File: src/rtl/cordic_uart_framer.sv
// CORDIC result framer: buffers (cos, sin) pairs and feeds 48-bit frames
// {HEADER, seq, cos, sin} to a 6-byte UART transmitter, one frame in flight.
module cordic_uart_framer #(
  parameter int          FIFO_DEPTH     = 4,
  parameter logic [7:0]  HEADER         = 8'hA5,
  parameter int          TIMEOUT_CYCLES = 100000
) (
  input  logic                          clk,
  input  logic                          rst,
  input  logic                          res_valid,
  output logic                          res_ready,
  input  logic [15:0]                   cos_in,
  input  logic [15:0]                   sin_in,
  output logic                          tx_start,
  output logic [47:0]                   tx_data,
  input  logic                          trans_done,
  input  logic                          err_clr,
  output logic                          busy,
  output logic [$clog2(FIFO_DEPTH):0]   fifo_count,
  output logic                          timeout_err
);

  localparam int AW    = $clog2(FIFO_DEPTH);
  localparam int CNT_W = AW + 1;
  localparam int CW    = $clog2(TIMEOUT_CYCLES + 1);

  typedef enum logic {
    S_IDLE,
    S_WAIT
  } state_t;

  state_t        state;
  state_t        state_nx;
  logic [31:0]   mem [FIFO_DEPTH];
  logic [AW-1:0] wr_ptr;
  logic [AW-1:0] rd_ptr;
  logic [CW-1:0] wait_cnt;
  logic [7:0]    seq;
  logic          full;
  logic          push;
  logic          load;
  logic          to_hit;

  assign full      = (fifo_count == CNT_W'(FIFO_DEPTH));
  assign res_ready = ~full;
  assign push      = res_valid & ~full;
  assign busy      = (state != S_IDLE);

  always_comb begin
    state_nx = state;
    load     = 1'b0;
    to_hit   = 1'b0;
    unique case (state)
      S_IDLE: begin
        if (fifo_count != '0) begin
          load     = 1'b1;
          state_nx = S_WAIT;
        end
      end
      S_WAIT: begin
        if (trans_done) begin
          state_nx = S_IDLE;
        end else if (wait_cnt == CW'(TIMEOUT_CYCLES - 1)) begin
          to_hit   = 1'b1;
          state_nx = S_IDLE;
        end
      end
    endcase
  end

  always_ff @(posedge clk) begin
    if (rst) state <= S_IDLE;
    else     state <= state_nx;
  end

  // Storage needs no reset: the pointers define which entries are live.
  always_ff @(posedge clk) begin
    if (push) mem[wr_ptr] <= {cos_in, sin_in};
  end

  always_ff @(posedge clk) begin
    if (rst) begin
      wr_ptr      <= '0;
      rd_ptr      <= '0;
      fifo_count  <= '0;
      seq         <= '0;
      tx_start    <= 1'b0;
      tx_data     <= '0;
      wait_cnt    <= '0;
      timeout_err <= 1'b0;
    end else begin
      tx_start <= load;
      if (push) wr_ptr <= wr_ptr + AW'(1);
      if (load) rd_ptr <= rd_ptr + AW'(1);
      case ({push, load})
        2'b10:   fifo_count <= fifo_count + CNT_W'(1);
        2'b01:   fifo_count <= fifo_count - CNT_W'(1);
        default: fifo_count <= fifo_count;
      endcase
      if (load) begin
        tx_data  <= {HEADER, seq, mem[rd_ptr]};
        seq      <= seq + 8'd1;
        wait_cnt <= '0;
      end else if (state == S_WAIT) begin
        wait_cnt <= wait_cnt + CW'(1);
      end
      if (to_hit)       timeout_err <= 1'b1;
      else if (err_clr) timeout_err <= 1'b0;
    end
  end

endmodule
File: config.mk
export PLATFORM = sky130hd
export DESIGN_NAME = cordic_uart_framer
export DESIGN_NICKNAME = d
export VERILOG_FILES = /design/src/rtl/cordic_uart_framer.sv
export SDC_FILE = /design/constraint.sdc
export NUM_CORES = 1
export LEC_CHECK = 0
export BUFFER_PORTS_ARGS = -buffer_cell sky130_fd_sc_hd__buf_2
export CORE_ASPECT_RATIO = 0.6
export CORE_MARGIN = 8
export CORE_UTILIZATION = 55
export DETAILED_ROUTE_END_ITERATION = 10
export GPL_TIMING_DRIVEN = 0
export PLACE_DENSITY_LB_ADDON = 0.15
export SYNTH_ARGS = -nofsm -noshare
export SYNTH_HDL_FRONTEND = slang
export SYNTH_SLANG_ARGS = --single-unit
File: constraint.sdc
create_clock -name clk -period 7.5 [get_ports clk]
set_input_delay 0.75 -clock clk [delete_from_list [all_inputs] [get_ports clk]]
set_output_delay 0.75 -clock clk [all_outputs]
set_load 0.005 [all_outputs]
# After elaboration in Yosys (flattened, before gate mapping)
# Memories as Yosys holds them, arrays and structs flattened. A register that Yosys moved wholly into a read port is not among the register bits.
# Cells that the tools add are included.
[totals]
memories = 1
in_bits = 37
mem_bits_rw = 128
register_bits = 76
word_cells = 40
[memory_table]
columns = ["name", "words", "width", "rd", "rd_clocked_by_memory_dff", "write_ports", "line", "text"]
rows = [
  ["mem", 4, 32, 1, 1, 1, "34", "logic [31:0] mem [FIFO_DEPTH];"],
]
[op_classes]
n_mux = 13
n_bitwise = 3
n_reduce_logical = 4
n_eq_ne = 4
add_sub_neg = 6
[ops]
columns = ["operator", "count"]
rows = [
  ["17-bit by 1-bit adder with 17-bit output (second input constant)", 1],
  ["17-bit equality test (second input constant)", 1],
  ["1-bit two-way mux", 11],
  ["8-bit by 1-bit adder with 8-bit output (second input constant)", 1],
  ["3-bit one-hot mux with 2 select lines", 1],
  ["2-bit by 1-bit adder with 2-bit output (second input constant)", 2],
  ["2-bit nonzero test", 2],
  ["3-bit by 1-bit adder with 3-bit output (second input constant)", 1],
  ["3-bit equality test (second input constant)", 1],
  ["3-bit nonzero test", 1],
  ["3-bit by 1-bit subtractor with 3-bit output (second input constant)", 1],
  ["2-bit by 1-bit equality test with 1-bit output (second input constant)", 1],
  ["2-bit equality test (second input constant)", 1],
  ["1-bit NOT", 2],
  ["1-bit one-hot mux with 2 select lines", 1],
  ["2-bit OR reduction", 1],
  ["1-bit bitwise AND", 1],
]

# Depth between registers and ports, before layout
# Gate-level depths: netlist (run 1).
[depth]
ltp_word = 5
depth_mapped = 10

# Least setup slack after synthesis (run 1)
# OpenSTA, ideal clock, no wires.
[synth_path]
path_type = "reg-to-reg"
startpoint = "reg fifo_count[0]"
endpoint = "reg fifo_count[2]"
t_arrival_ns = 2.352
period_less_slack_ns = 2.423
setup_slack_ns = 5.077
path_stages_with_launch = 11
path_cell_list = "dfxtp_1 or3_1 nand2_1 inv_2 buf_1 ha_1 inv_1 fa_1 xor2_1 or3_1 a21oi_1"
[synth_via]
elab_chain_len = 5
elab_cells_between_ends = 12
[synth_lines]
columns = ["item", "line", "text"]
rows = [
  ["start: declaration", "19", "output logic [$clog2(FIFO_DEPTH):0] fifo_count,"],
  ["start signal: assignment", "96", "2'b10: fifo_count <= fifo_count + CNT_W'(1);"],
  ["start signal: assignment", "97", "2'b01: fifo_count <= fifo_count - CNT_W'(1);"],
  ["start signal: assignment", "98", "default: fifo_count <= fifo_count;"],
  ["3-bit nonzero test *", "55", "if (fifo_count != '0) begin"],
  ["1-bit two-way mux *", "55", ""],
  ["1-bit two-way mux *", "53", "unique case (state)"],
  ["via load", "41", "logic load;"],
  ["2-bit by 1-bit equality test with 1-bit output or 2-bit equality test (tied branches)", "95", "case ({push, load})"],
  ["3-bit one-hot mux with 2 select lines or 2-bit nonzero test (tied branches)", "-", ""],
]
# The timed path passes the listed nets; every way through them passes the cells marked *.
# A chain may end at the register's enable or synchronous reset.

# Worst setup path in the final report (run 1)
# Ends and elaborated chain as after synthesis.

==> summary.txt, run 1 <==
Run status
  – Status: complete, no violations

GRT
  – Vias in the first global route: 4741
  – Gr usage total: 0.175
  – Grt ovf: 0
  – Global-route wire length before repair: 25.0 mm
  – Largest net degree at the start of global routing: 33
  – Initial antenna violation count: 1

Route
  – Avg Vias per Cell: 5.50
  – Routed Antenna Nets: 0
  – First DRT Iteration DRCs: 363
  – WL per Instance: ~19 um
  – Routed wire length: 15.6 mm
  – Routed via count: 4620
  – DRT Pass-1 Iters: 4
  – Drc violations: 0

Clocking
  – Clock buffer depth: 3
  – Cts repair resizes: 0
  – Clock Pin Slew Worst Setup and Hold Paths: ~0.060 ns
  – Clock root cell: clkbuf_16
  – TritonCTS Sinks: 204
  – Post-CTS Repair Setup Buffers: 0
  – Clock Latency Late Sink: 0.48 ns
  – Hold Buf Count CTS: 0
  – CTS tree: yes
  – TritonCTS buffer count: 19
  – H-tree levels: 1

Placed design
  – # placed instances: 806
  – Gpl congestion: a little under 0.8
  – Port bufs: 86
  – Dpl hpwl: ~10 mm

Floorplanning
  – CORE AREA: 13600 um2
  – # IOs: 92
  – Initial Util: 0.563
  – Chip height: 108 um
  – Die W: 169 um
  – Row cnt: 33
  – DIE AREA: 18100 um2

Yosys
  – Seq/Total Area, Yosys: 0.699
  – Ys flop type: edfxtp_1
  – Flops & latches, synth: approximately 200
  – Synth Warn #: 0
  – Distinct cells, synth: 36
  – Post-synthesis cell count: 542
  – Asr flop ratio synth: 0
  – Mapped cell area: 7680 um2
  – Syn Area/Cell: 14.2 um2
  – Post-synth EDFFs: 128

Final layout
  – Fin nets: between 600 and 700
  – Share of cells above drive strength 1: 0.242
  – Most frequent cells in the layout: edfxtp_1, nand2_1, buf_2, dfxtp_1, a21oi_1
  – Fin cells: 840
  – Fillers: 1002
  – Synth-to-Final Area Change: 16.0%
  – Commonest non-fill, non-tap cell in the layout: edfxtp_1
  – ANT cells: 0

Critical path
  – Req. time, crit path: 7.90 ns
  – Crit path max fanout: 10
  – CP Class: register to register
  – Crit-path max cell delay: approximately 0.54 ns
  – Crit path max-delay cell type: buf_1
  – Worst-path cell chain: or3_1 -> nand2_1 -> inv_2 -> buf_1 -> ha_1 -> inv_1 -> fa_1 -> xor2_1 -> or3_1 -> a21oi_1
  – Critical Path AT: roughly 3.6 ns
  – Critical Path End Type: register
  – CP Launch Type: register
  – CP most frequent cell: or3_1

Hold path
  – Hold Crit Class: register to register

Pwr
  – Leak Pwr: 0.00316 uW
  – Combinational share of power: 0.242
  – Power per cell area: approximately 350 nW/um2
  – Sequential share of power: 0.474
  – Int Power: roughly 2200 uW
  – VDD IR max: 204 uV
  – Net Switching: 912 uW
  – Sw frac: 0.295
  – Clk pwr share: 0.285

Job
  – Max-cap violations: 0

Timing
  – Count of pins over their slew limit: 0
  – Peak Freq: ~320 MHz
  – Slew @ Worst Pin: 0.922 ns
  – Final Hold Fails: 0
  – Fin crit share: 0.422
  – Skew final: 0.00930 ns
  – RSZ-0062 raised after global routing: no
  – Setup violators final: 0
  – Setup_tns: 0 ns
  – Slew margin rel.: 0.385
  – Tmin final: about 3.2 ns
## critical path: cells and delay by family (launching register included)
family / cells / cell delay [ns]
DFF: 1 / 0.42
buffers and inverters: 3 / 0.84
adders and majority gates: 2 / 0.69
and+or+nand+nor: 3 / 0.80
AOI/OAI and AO/OA: 1 / 0.17
xor gates and xnor gates: 1 / 0.16
## per-stage QoR
stage / utilization / cell area, um2 / total power, uW / setup WS, ns / hold slack, ns
after floorplan: - / 7690 / 1950 / 5.08 / 0.444
after global placement: 0.612 / 8340 / 2220 / 4.40 / 0.438
after detailed placement: 0.612 / 8340 / 2240 / 4.36 / 0.445
after CTS: 0.654 / 8910 / 3120 / 4.29 / 0.454
after global routing: 0.654 / 8910 / 3260 / 4.04 / 0.468
final: 0.654 / 8910 / 3090 / 4.34 / 0.450
## power by group through the flow
stage | clock (uW) | sequential, uW | combinational [uW]
after floorplan | 0 | 1480 | 472
after global placement | 0 | 1480 | 740
after detailed placement | 0 | 1490 | 756
after CTS | 896 | 1460 | 761
after global routing | 941 | 1480 | 838
final | 879 | 1460 | 747
## worst paths after layout
check	from	end	slack (ns)	cells after the start
max reg2reg	fifo_count[0]	fifo_count[2]	4.34	10
min reg2reg	tx_data[12]	tx_data[12]	0.45	2
max	fifo_count[0]	fifo_count[2]	4.34	10
min	tx_data[12]	tx_data[12]	0.45	2
## sequential cells by signal (all words and copies together), names as in the netlist
register / cells
timeout_err: 1
wr_ptr: 2
seq: 8
wait_cnt: 17
busy: 1
tx_data: 41
mem: 128
rd_ptr: 2
tx_start: 1
fifo_count: 3
## logic make-up (layout without fill, tap and decap cells)
family                   count (synthesis)  in the layout  share of synthesized area
multiplexers                            33             33                     0.0952
buffers and inverters                   44            164                     0.0256
XOR/XNOR                                21             21                     0.0240
other                                    1              4                   0.000488
flip-flops                             204            204                      0.699
AND/OR/NAND/NOR                        169            169                      0.100
adder cells (fa/ha/maj)                  8              8                     0.0140
AO/OA/AOI/OAI                           62             62                     0.0417
## synth_stat cells, types with 2 or more instances
cell / instances / area share
ha_1: 7 / 0.011
buf_2: 4 / 0.0026
mux4_2: 32 / 0.094
xnor2_1: 14 / 0.016
o21ai_0: 8 / 0.0052
nand2_1: 94 / 0.046
xor2_1: 7 / 0.0080
inv_1: 10 / 0.0049
buf_4: 7 / 0.0068
nor2_1: 27 / 0.013
nor4_1: 6 / 0.0049
nand3_1: 9 / 0.0059
dfxtp_1: 76 / 0.20
a21oi_1: 52 / 0.034
nand2b_1: 2 / 0.0016
buf_1: 2 / 0.00098
nor3_1: 5 / 0.0033
clkbuf_1: 20 / 0.0098
and3_1: 4 / 0.0033
nand4_1: 5 / 0.0041
or3_1: 9 / 0.0073
edfxtp_1: 128 / 0.50
## area by class of cell
| type | instances | area, um2 | share of cell area |
|---|---|---|---|
| timing repair buffer | 86 | 430 | 0.0483 |
| inverter | 11 | 41.3 | 0.00464 |
| clock buffer | 27 | 526 | 0.0590 |
| buffer | 33 | 155 | 0.0174 |
| clock inverter | 7 | 37.5 | 0.00421 |
| sequential | 204 | 5370 | 0.602 |
| multi-input combinational | 297 | 2130 | 0.239 |
| tap | 175 | 219 | 0.0246 |
## metal layers
metal  vias to the layer above  GRT usage  share of wire
met5                         -          0        0.00064
met4                         2     0.0355          0.013
met3                        18     0.0421          0.060
met2                       124      0.280           0.45
met1                      2297      0.243           0.48
li1                       2179          -              -
(Power assumes the default switching activity.)
==> run 2: changes to the inputs <==
Settings changed: ABC_AREA set to 1, CORE_UTILIZATION 55 to 52.
Clock period 7.5 ns to 2.85 ns, I/O delays scaled along.
==> summary.txt, run 2 <==
Run status
  – Status: complete, no violations

Final layout
  – ANT cells: 0 (unchanged)
  – Share of cells above drive strength 1: 0.189 (-0.0528)
  – Max FFs per register: 128 (unchanged)
  – Most flop-heavy register: mem
  – Fin cells: 1122 (+34%)
  – Synth-to-Final Area Change: 17.9%
  – Fillers: 1238 (+24%)
  – Most frequent cells in the layout: nand2_1, edfxtp_1, nand3_1, buf_2, dfxtp_1
  – Fin nets: 952 (+37%)
  – Top Registers: mem (128), tx_data (41), wait_cnt (17)
  – Multi-input gate area: 2320 um2 (+8.8%)
  – Register area: 5370 um2 (unchanged)
  – Commonest non-fill, non-tap cell in the layout: nand2_1

Timing
  – Tmin final: 2.07 ns (-1.09 ns)
  – RSZ-0062 raised after global routing: no
  – Final Hold Fails: 0 (unchanged)
  – Slew margin rel.: 0.618 (+0.233)
  – Count of pins over their slew limit: 0 (unchanged)
  – Setup violators final: 0 (unchanged)
  – Peak Freq: 482 MHz (+52%)
  – Skew final: 0.00804 ns (-0.00125 ns)
  – Setup ws final: 0.775 ns (-3.56 ns)
  – Fin crit share: 0.728 (+0.306)
  – Setup_tns: 0 ns (unchanged)
  – Slew @ Worst Pin: 0.573 ns (-0.349 ns)

Yosys
  – Distinct cells, synth: 28 (-22%)
  – Post-synth top area cell: edfxtp_1
  – Synth top area cells: edfxtp_1, dfxtp_1, nand2_1, nand3_1, nor2_1
  – Seq/Total Area, Yosys: 0.665 (-0.0339)
  – Syn Area/Cell: 10.2 um2 (-28%)
  – Synth top area share: 0.476 (-0.0243)
  – Count leader, synth: nand2_1
  – Asr flop ratio synth: 0 (unchanged)
  – Mapped cell area: 8070 um2 (+5.1%)
  – Ys flop type: edfxtp_1
  – Post-synth EDFFs: 128 (unchanged)
  – Synth Warn #: 0 (unchanged)
  – Top post-synthesis cells by count: nand2_1, edfxtp_1, nand3_1
  – Post-synthesis cell count: 792 (+46%)
  – Flops & latches, synth: 204 (unchanged)

Clocking
  – Clock Latency Late Sink: 0.48 ns (about the same)
  – TritonCTS Sinks: 204 (unchanged)
  – Cts repair resizes: 0 (unchanged)
  – Clock root cell: clkbuf_16
  – TritonCTS buffer count: 19 (unchanged)
  – Post-CTS Repair Setup Buffers: 0 (unchanged)
  – H-tree levels: 1 (unchanged)
  – Hold Buf Count CTS: 0 (unchanged)
  – Clock buffer depth: 3 (unchanged)
  – Clock Pin Slew Worst Setup and Hold Paths: 0.07 ns (about the same)
  – CTS tree: yes

Job
  – Max-cap violations: 0 (unchanged)

GRT
  – Vias in the first global route: 5656 (+19%)
  – Initial antenna violation count: 2 (+1)
  – Global-route wire length before repair: 29.6 mm (+18%)
  – Largest net degree at the start of global routing: 27 (-18%)
  – Grt ovf: 0 (unchanged)
  – Gr usage total: 0.184 (+0.00883)

Critical path
  – Crit-path max cell delay: 0.38 ns (-0.16 ns)
  – Crit path max fanout: 9 (-1)
  – Worst-path cell chain: nor2_4 -> nand2_1 -> nand2_2 -> ha_1 -> inv_1 -> fa_1 -> a21oi_1 -> o21ai_0 -> nor2_1 -> nor2_1
  – Worst path top cell family by delay: simple AND/OR/NAND/NOR gates
  – Crit path max-delay cell type: fa_1
  – CP Buf/Inv Count: 1 (-2)
  – Req. time, crit path: 3.22 ns (-4.68 ns)
  – Critical Path End Type: register
  – CP Class: register to register
  – R2R setup slack: 0.78 ns (-3.56 ns)
  – CP Launch Type: register
  – CP most frequent cell: nor2_1
  – Critical Path AT: 2.44 ns (-1.13 ns)

Route
  – Avg Vias per Cell: 5.15 (-6.3%)
  – Drc violations: 0 (unchanged)
  – DRT Pass-1 Iters: 5 (+1)
  – Routed via count: 5783 (+25%)
  – Routed wire length: 18.4 mm (+18%)
  – WL per Instance: 16.4 um (-12%)
  – First DRT Iteration DRCs: 392 (+8.0%)
  – Routed Antenna Nets: 0 (unchanged)

Placed design
  – Gpl congestion: 0.856 (+8.5%)
  – Setup WS pre-CTS: 0.786 ns (-3.58 ns)
  – # placed instances: 1089 (+35%)
  – Dpl hpwl: 12.6 mm (+21%)
  – Port bufs: 87 (+1.2%)

Floorplanning
  – Row cnt: 35 (+6.1%)
  – DIE AREA: 19900 um2 (+9.8%)
  – CORE AREA: 15200 um2 (+12%)
  – # IOs: 92 (unchanged)
  – Die W: 177 um (+4.9%)
  – Initial Util: 0.529 (-0.0340)
  – Chip height: 112 um (+4.6%)

Pwr
  – Leak Pwr: 0.00385 uW (+22%)
  – VDD IR max: 527 uV (+160%)
  – Power per cell area: 947 nW/um2 (+170%)

Hold path
  – Hold Crit Class: primary input to register
run 2: cell count changes after synthesis, moves of 6 or more:
cell	change
nand2_1	+178
nor2_1	+28
xor2_1	-7
xnor2_1	-12
nand3_1	+102
buf_6	+9
mux4_2	-32
nor4_1	-6
buf_2	+12
clkbuf_1	-14
or3_1	-9
a21oi_1	-37
o21ai_1	+8
inv_1	+28
run 2: kinds of logic after synthesis:
logic type	Yosys count	share of synthesized area
and+or+nand+nor	462	0.245
DFF	204	0.665
buffers and inverters	83	0.0527
AOI/OAI and AO/OA	32	0.0212
adders and majority gates	8	0.0133
xor gates and xnor gates	2	0.00217
other	1	0.000465
run 2: stage by stage:
step                instance area [um2]  hold slack, ns  utilization  power (uW)
CTS                                9510         0.00468        0.624        9090
global route                       9510         0.00817        0.624        9560
detailed placement                 8880           0.439        0.583        6520
global placement                   8770           0.434        0.575        6390
finish                             9510          0.0208        0.624        9010
floorplan                          8080           0.357            -        5500
run 2: metal layers:
layer / vias to the layer above / track usage / wire length, um
met3: 26 / 0.0372 / 1480
li1: 2842 / - / -
met1: 2700 / 0.264 / 8480
met4: 4 / 0.0340 / 244
met5: - / 0 / 23
met2: 211 / 0.287 / 8150
run 2: path summary, 6_finish.rpt:
path	startpoint	endpoint	depth (start not counted)
max reg2reg	fifo_count[1]	fifo_count[2]	10
max	fifo_count[1]	fifo_count[2]	10
min	cos_in[0]	mem[1][16]	1
min reg2reg	tx_data[5]	tx_data[5]	2
run 2: power breakdown:
part	internal, uW	switching, uW
combinational	897	1680
sequential	3650	213
clock	1530	1040
total	6080	2930
run 2: cell type report:
class,count,area share
clock inverter,10,0.0139
clock buffer,23,0.0526
multi-input combinational,508,0.244
buffer,38,0.0270
timing repair buffer,91,0.0542
sequential,204,0.564
tap,203,0.0267
inverter,45,0.0178
